==> src/rtl/sub32_seq.sv <==
// Multi-cycle 32-bit subtractor d = a - b - bi, DIGIT_W bits per cycle, LSB digit first.
// Define SUB32_SEQ_OVF_EN to add the signed-overflow output ovf.
module sub32_seq #(
  parameter int DIGIT_W = 4
) (
  input  logic        clk,
  input  logic        rstn,
  input  logic        start,
  input  logic [31:0] a,
  input  logic [31:0] b,
  input  logic        bi,
  output logic        busy,
  output logic        done,
  output logic [31:0] d,
  output logic        bo
`ifdef SUB32_SEQ_OVF_EN
  ,
  output logic        ovf
`endif
);

  localparam int N     = 32 / DIGIT_W;
  localparam int CNT_W = (N > 1) ? $clog2(N) : 1;

  typedef enum logic [1:0] {IDLE, RUN, DONE} state_t;

  state_t             state_reg, state_next;
  logic               load, step, last;
  logic [31:0]        a_reg, b_reg, res_reg, d_reg;
  logic [31:0]        a_next, b_next, res_next;
  logic               borrow_reg, bo_reg;
  logic [CNT_W-1:0]   cnt_reg;
  logic [DIGIT_W-1:0] a_dig, b_dig, diff_dig;
  logic               borrow_dig;

  // Operand registers shift right so the active digit is always at the bottom.
  assign a_dig = a_reg[DIGIT_W-1:0];
  assign b_dig = b_reg[DIGIT_W-1:0];
  assign {borrow_dig, diff_dig} = {1'b0, a_dig} - {1'b0, b_dig}
                                  - {{DIGIT_W{1'b0}}, borrow_reg};
  assign last = (cnt_reg == CNT_W'(N - 1));

  genvar gi;
  generate
    for (gi = 0; gi < N; gi++) begin : g_dig
      if (gi == N - 1) begin : g_top
        assign a_next[gi*DIGIT_W +: DIGIT_W] = '0;
        assign b_next[gi*DIGIT_W +: DIGIT_W] = '0;
      end else begin : g_mid
        assign a_next[gi*DIGIT_W +: DIGIT_W] = a_reg[(gi+1)*DIGIT_W +: DIGIT_W];
        assign b_next[gi*DIGIT_W +: DIGIT_W] = b_reg[(gi+1)*DIGIT_W +: DIGIT_W];
      end
      // Result digits land in their final slot, selected by the counter.
      assign res_next[gi*DIGIT_W +: DIGIT_W] = (cnt_reg == CNT_W'(gi)) ? diff_dig
                                               : res_reg[gi*DIGIT_W +: DIGIT_W];
    end
  endgenerate

  always_ff @(posedge clk) begin
    if (!rstn) begin
      state_reg <= IDLE;
    end else begin
      state_reg <= state_next;
    end
  end

  always_comb begin
    state_next = state_reg;
    load       = 1'b0;
    step       = 1'b0;
    case (state_reg)
      IDLE: begin
        if (start) begin
          load       = 1'b1;
          state_next = RUN;
        end
      end
      RUN: begin
        step = 1'b1;
        if (last) state_next = DONE;
      end
      DONE: begin
        if (start) begin
          load       = 1'b1;
          state_next = RUN;
        end else begin
          state_next = IDLE;
        end
      end
      default: state_next = IDLE;
    endcase
  end

  always_ff @(posedge clk) begin
    if (!rstn) begin
      a_reg      <= '0;
      b_reg      <= '0;
      res_reg    <= '0;
      borrow_reg <= 1'b0;
      cnt_reg    <= '0;
      d_reg      <= '0;
      bo_reg     <= 1'b0;
    end else if (load) begin
      a_reg      <= a;
      b_reg      <= b;
      borrow_reg <= bi;
      cnt_reg    <= '0;
    end else if (step) begin
      a_reg      <= a_next;
      b_reg      <= b_next;
      res_reg    <= res_next;
      borrow_reg <= borrow_dig;
      cnt_reg    <= cnt_reg + CNT_W'(1);
      if (last) begin
        d_reg  <= res_next;
        bo_reg <= borrow_dig;
      end
    end
  end

`ifdef SUB32_SEQ_OVF_EN
  // Sign bits are kept apart because the operand registers are shifted away.
  logic a_msb_reg, b_msb_reg, ovf_reg;

  always_ff @(posedge clk) begin
    if (!rstn) begin
      a_msb_reg <= 1'b0;
      b_msb_reg <= 1'b0;
      ovf_reg   <= 1'b0;
    end else if (load) begin
      a_msb_reg <= a[31];
      b_msb_reg <= b[31];
    end else if (step && last) begin
      ovf_reg <= (a_msb_reg != b_msb_reg) && (res_next[31] != a_msb_reg);
    end
  end

  assign ovf = ovf_reg;
`endif

  assign busy = (state_reg == RUN);
  assign done = (state_reg == DONE);
  assign d    = d_reg;
  assign bo   = bo_reg;

endmodule

==> config.mk <==
export PLATFORM = sky130hd
export DESIGN_NAME = sub32_seq
export DESIGN_NICKNAME = d
export VERILOG_FILES = /design/src/rtl/sub32_seq.sv
export SDC_FILE = /design/constraint.sdc
export NUM_CORES = 1
export LEC_CHECK = 0
export BUFFER_PORTS_ARGS = -buffer_cell sky130_fd_sc_hd__buf_4
export CAP_MARGIN = 10
export CORE_MARGIN = 10
export CORE_UTILIZATION = 30
export DETAILED_ROUTE_END_ITERATION = 10
export GPL_TIMING_DRIVEN = 0
export PLACE_DENSITY = 0.56
export SETUP_SLACK_MARGIN = 0.3
export SYNTH_ARGS = -nofsm -noshare
export SYNTH_HDL_FRONTEND = slang
export SYNTH_SLANG_ARGS = --single-unit
==> constraint.sdc <==
create_clock -name clk -period 2.1 [get_ports clk]
set_input_delay 0 -clock clk [delete_from_list [all_inputs] [get_ports clk]]
set_output_delay 0 -clock clk [all_outputs]
set_load 0.02 [all_outputs]
# Word-level counts from Yosys, hierarchy flattened
# Index checks and enable logic that the tools add are counted.
# Widths: inputs -> output; s select.
[word_totals]
mem_bits_rw = 0
memories = 0
inputBits = 68
register_bits = 135
romBits = 0
latch_bits = 0
[classes]
n_reduce_logical = 8
shifts = 0
addsub = 3
eq_ne = 11
bitwise = 2
order_cmp = 0
n_mul = 0
muxes = 21
div = 0
[op_table]
columns = ["cell", "n"]
rows = [
  ["$mux 32", 4],
  ["$mux 4", 8],
  ["$eq 3x3->1 const B", 4],
  ["$eq 3x2->1 const B", 2],
  ["$mux 1", 6],
  ["$pmux 2 s3", 1],
  ["$sub 4x4->5", 1],
  ["$sub 5x1->5", 1],
  ["$mux 2", 2],
  ["$reduce_and 2->1", 2],
  ["$reduce_or 2->1", 2],
  ["$add 3x1->3 const B", 1],
  ["$eq 3x1->1 const B", 1],
  ["$logic_not 3->1", 1],
  ["$reduce_and 3->1", 1],
  ["$eq 2x1->1 const B", 1],
  ["$eq 2x2->1 const B", 1],
  ["$logic_not 2->1", 1],
  ["$ne 2x1->1 const B", 1],
  ["$ne 2x2->1 const B", 1],
  ["$not 1->1", 2],
  ["$reduce_bool 2->1", 1],
]

# Depth between registers and ports, before layout
[depth]
word_depth = 5
mapped_depth = 9
depth_no_buf = 8

# Least setup slack after synthesis
# Ideal clock, no wire load.
[synth_timing]
kind = "register -> register"
startpoint = "register b_reg[0]"
endpoint = "register res_reg[15]"
period_less_slack_ns = 2.031
path_slack_ns = 0.069
stages_incl_launch_ff = 10
path_buffers = 1
arrival_time_ns = 1.903
setup_time_ns = 0.127
cell_sequence = "dfxtp_1 inv_1 fa_1 inv_1 ha_1 o21ai_0 nand3b_1 xnor2_2 buf_2 o22ai_1"
[synth_via]
elab_chain_len = 3
[synth_rtl]
columns = ["item", "line_no", "rtl"]
rows = [
  ["start: declaration", "29", "logic [31:0] a_reg, b_reg, res_reg, d_reg;"],
  ["start signal: assignment", "110", "b_reg <= b_next;"],
  ["$sub 4x4->5", "39", "assign {borrow_dig, diff_dig} = {1'b0, a_dig} - {1'b0, b_dig}"],
  ["$sub 5x1->5", "40", "- {{DIGIT_W{1'b0}}, borrow_reg};"],
  ["$mux 4", "54", "assign res_next[gi*DIGIT_W +: DIGIT_W] = (cnt_reg == CNT_W'(gi)) ? diff_dig"],
  ["end signal: assignment", "111", "res_reg <= res_next;"],
  ["end: declaration", "29", ""],
]
# Every way passes these cells.
# A chain may end at the register's enable or synchronous reset.

# Final worst setup path
[layout_timing]
startpoint = "register a_reg[0]"
endpoint = "register d_reg[23] (netlist: d[23])"
[layout_via]
elab_chain_len = 3
[layout_rtl]
columns = ["item", "line_no", "rtl"]
rows = [
  ["start: declaration", "29", ""],
  ["start signal: assignment", "109", "a_reg <= a_next;"],
  ["$sub 4x4->5", "39", ""],
  ["$sub 5x1->5", "40", ""],
  ["$mux 4", "54", ""],
  ["end signal: assignment", "115", "d_reg <= res_next;"],
  ["end: declaration", "29", ""],
]
# Every way passes these cells.

==> results by group <==
Cells and area
  – Fillcell total: 1792
  – Diode insertion count for antenna repair: 0
  – Share of cells above drive strength 1: 24.8%
  – Finished layout cell area: 0.00820 mm^2
  – Share of the core filled with cells: 45.2%
  – Nets: 913
  – Sequential Area: 0.00263 mm^2
  – Synth-to-Final Area Change: 46.5%
  – Area used by multi-input combinational logic: 0.00275 mm^2
  – Post-Layout Cell Count: 1073

Power and ir drop
  – Worst ir drop on vdd: 0.610 mV
  – Power density of the placed cells: 907 mW/mm^2
  – Lkg Pwr: 3.60 nW

Clock tree
  – CTS clock-pin slew for the worst setup and hold paths: 60 ps
  – Clock sink count: 131
  – Clock latency on the worst-skew pair: 420 ps
  – Root buf cell: clkbuf_16
  – Number of levels in the clock H-tree: 4
  – Buffer depth of the longest clock path: 2
  – Clock tree from TritonCTS: built
  – Number of buffers inserted during clock tree synthesis: 17

Timing
  – Post-route minimum period: 2090 ps
  – Number of pins with negative max-slew slack in the final report: 0
  – Final number of setup-violating endpoints: 0
  – Maximum clock frequency: 479 MHz
  – Final Hold Slack: 242 ps
  – Clock Skews: 5.81 ps
  – Final Cycle Share: 99.5%
  – Number of endpoints with negative hold slack in the final report: 0
  – Transition time at the pin with the least slew margin: 707 ps
  – Relative max-transition margin: 52.9%
  – RSZ-0062 raised after global routing: yes

Global route
  – Global-route usage over all layers: 14.9%
  – Number of global-route vias before repair: 5185
  – First-pass GRT wire length: 28.6 mm
  – Maximum number of pins on one net before global-route repair: 17
  – Antenna violations before repair: 0
  – Total global routing overflow: 0

Setup path
  – Worst Setup Path Type: reg2reg
  – CP Launch Type: flip-flop
  – Data required time of the worst path: 2440 ps
  – Highest net fanout along the worst path: 6
  – Kind of capture point of the worst setup path: flip-flop
  – Data arrival time at the worst-slack endpoint: 2430 ps

Yosys
  – Share of the yosys chip area belonging to registers: 46.9%
  – Synth Instances: 638
  – Most common flop cell mapped by yosys: dfxtp_1
  – Number of enable flip-flop cells after synthesis: 0
  – Mean post-synth cell area: 8.77 um^2
  – Number of storage elements in the synthesis netlist: 131
  – Fraction of synthesis flops using an asynchronous set or reset pin: 0%
  – Number of library cell types mapped by synthesis: 42
  – Net Count, Synth: 720
  – Combined area of all synthesized cells: 0.00560 mm^2
  – Count of warnings emitted by yosys: 0

Placement
  – Final HPWL from detailed placement: 12.6 mm
  – Placed Instance Area: 0.00667 mm^2
  – IO buf count: 102
  – Number of placed cells counting well taps: 969
  – RD Place Congestion: 0.783

Route
  – Number of design-rule violations left by the first detailed-router iteration: 298
  – Routed wire length: 17.9 mm
  – Routed length per instance: 16.6 um
  – Average vias per placed instance: 4.87
  – Vias post-DR: 5224
  – Drc violations: 0
  – DRT antenna net count: 0
  – First-pass iteration count of the detailed router: 4

Die
  – FP Rows: 49
  – Top-level I/O count: 103
  – DIE HEIGHT: 157 um
  – Floorplan die width: 157 um
  – Initial Utilization: 30.8%
  – Die area: 0.0245 mm^2
  – Core footprint: 0.0181 mm^2

Status
  – Result of the run: finished clean

Job
  – # Max-Cap Violations: 0

Min path
  – Worst hold-check path type: in2reg
## synthesized netlist by cell type (2+ instances only)
cell	n	share of area (%)
clkbuf_1	18	1.2
o211a_1	35	6.3
buf_2	20	1.8
clkbuf_2	3	0.27
buf_4	4	0.54
a21boi_0	15	2.0
o21ai_1	3	0.27
inv_1	14	0.94
nor2_2	2	0.22
nor2_4	5	1.0
a21oi_1	29	2.6
a21boi_1	4	0.54
xnor2_1	3	0.47
fa_1	2	0.72
o31ai_1	6	0.80
a22oi_1	17	2.3
o221ai_1	22	3.4
buf_6	5	1.0
xnor2_2	2	0.58
o21ai_0	32	2.9
nand2b_1	5	0.56
dfxtp_1	131	47
nor2b_1	7	0.78
o22ai_1	7	0.78
nand3_1	21	1.9
nor2_1	62	4.2
nand2_1	132	8.9
ha_1	12	2.7
a32oi_1	7	1.1
## cell usage in the layout (no fill, tap or decap), drive strengths merged, types with 2 or more instances in the layout
cell type / Yosys / layout
a21boi: 20 / 20
a21oi: 29 / 29
a22oi: 17 / 17
a32oi: 7 / 7
buf: 29 / 138
bufinv: 0 / 5
clkbuf: 21 / 43
clkinv: 0 / 3
dfxtp: 131 / 131
dlygate4sd3: 0 / 66
fa: 2 / 2
ha: 12 / 12
inv: 16 / 16
nand2: 132 / 132
nand2b: 5 / 5
nand3: 22 / 22
nor2: 70 / 70
nor2b: 7 / 7
o211a: 35 / 35
o21ai: 35 / 35
o221ai: 22 / 22
o22ai: 7 / 7
o31ai: 7 / 7
xnor2: 5 / 5
## per-stage QoR
stage | setup WS (ps) | total power, W | TNS (ps)
finish | 10.6 | 0.00744 | 0
global route | -84.7 | 0.00773 | -647
CTS | 18.8 | 0.00744 | 0
detailed placement | -306 | 0.00378 | -4880
global placement | -338 | 0.00378 | -5630
floorplan | 121 | 0.00339 | 0
## power breakdown
part / internal, W / leakage (nW) / switching (W)
Clock: 0.00226 / 0.329 / 0.00111
Sequential: 0.00262 / 1.07 / 0.0000755
Combinational: 0.000636 / 2.20 / 0.000739
Total: 0.00551 / 3.60 / 0.00192
## path summary, 6_finish.rpt
check                           to                  start  cells after the start  slack [ps]
max             d[23]$_SDFFE_PN0P_  a_reg[0]$_SDFFE_PN0P_                      8          10
min          a_reg[3]$_SDFFE_PN0P_                  start                      6         240
max reg2reg     d[23]$_SDFFE_PN0P_  a_reg[0]$_SDFFE_PN0P_                      8          10
min reg2reg     d[17]$_SDFFE_PN0P_     d[17]$_SDFFE_PN0P_                      2         450
## logic make-up (layout without fill, tap and decap cells)
group / Yosys count / count (layout) / share of synthesized area, %
xor+xnor: 6 / 6 / 1.21
mux: 2 / 2 / 0.380
flops: 131 / 131 / 46.9
simple gates: 238 / 238 / 18.4
compound gates: 181 / 181 / 23.8
buf+inv: 66 / 272 / 5.97
fa+ha+maj: 14 / 14 / 3.40
## worst max-delay path, stage by stage (launching register included)
cell	delay, ps
dfxtp_2	340
fa_1	560
inv_1	50
ha_2	160
o21ai_2	100
nand3b_1	200
xnor2_4	230
buf_6	150
o31ai_1	220
## routing by layer
| layer | vias to the layer above | share of wire [%] | global-route usage (%) |
|---|---|---|---|
| met5 | - | 0 | 0 |
| met4 | 0 | 1.1 | 3.87 |
| met3 | 16 | 6.3 | 4.99 |
| met2 | 144 | 46 | 23.3 |
| met1 | 2452 | 46 | 19.1 |
| li1 | 2612 | - | - |
## final cells by class
class	count	share of cell area, %
Multi-Input combinational cell	441	33.6
Sequential cell	131	32.1
Timing Repair Buffer	174	18.2
Clock buffer	23	6.07
Buffer	50	3.69
Tap cell	229	3.50
Clock inverter	9	2.11
Inverter	16	0.794
## repair_timing
action                                  in CTS  in global routing
endpoints found under the setup margin      60                 61
hold buffers                                66                  0
hold endpoints to repair                    71                  0
cloned                                       1                  0
buffers inserted                             5                  0
resized for setup                           21                 17
pin swaps                                    6                  6
(Power assumes the default switching activity.)
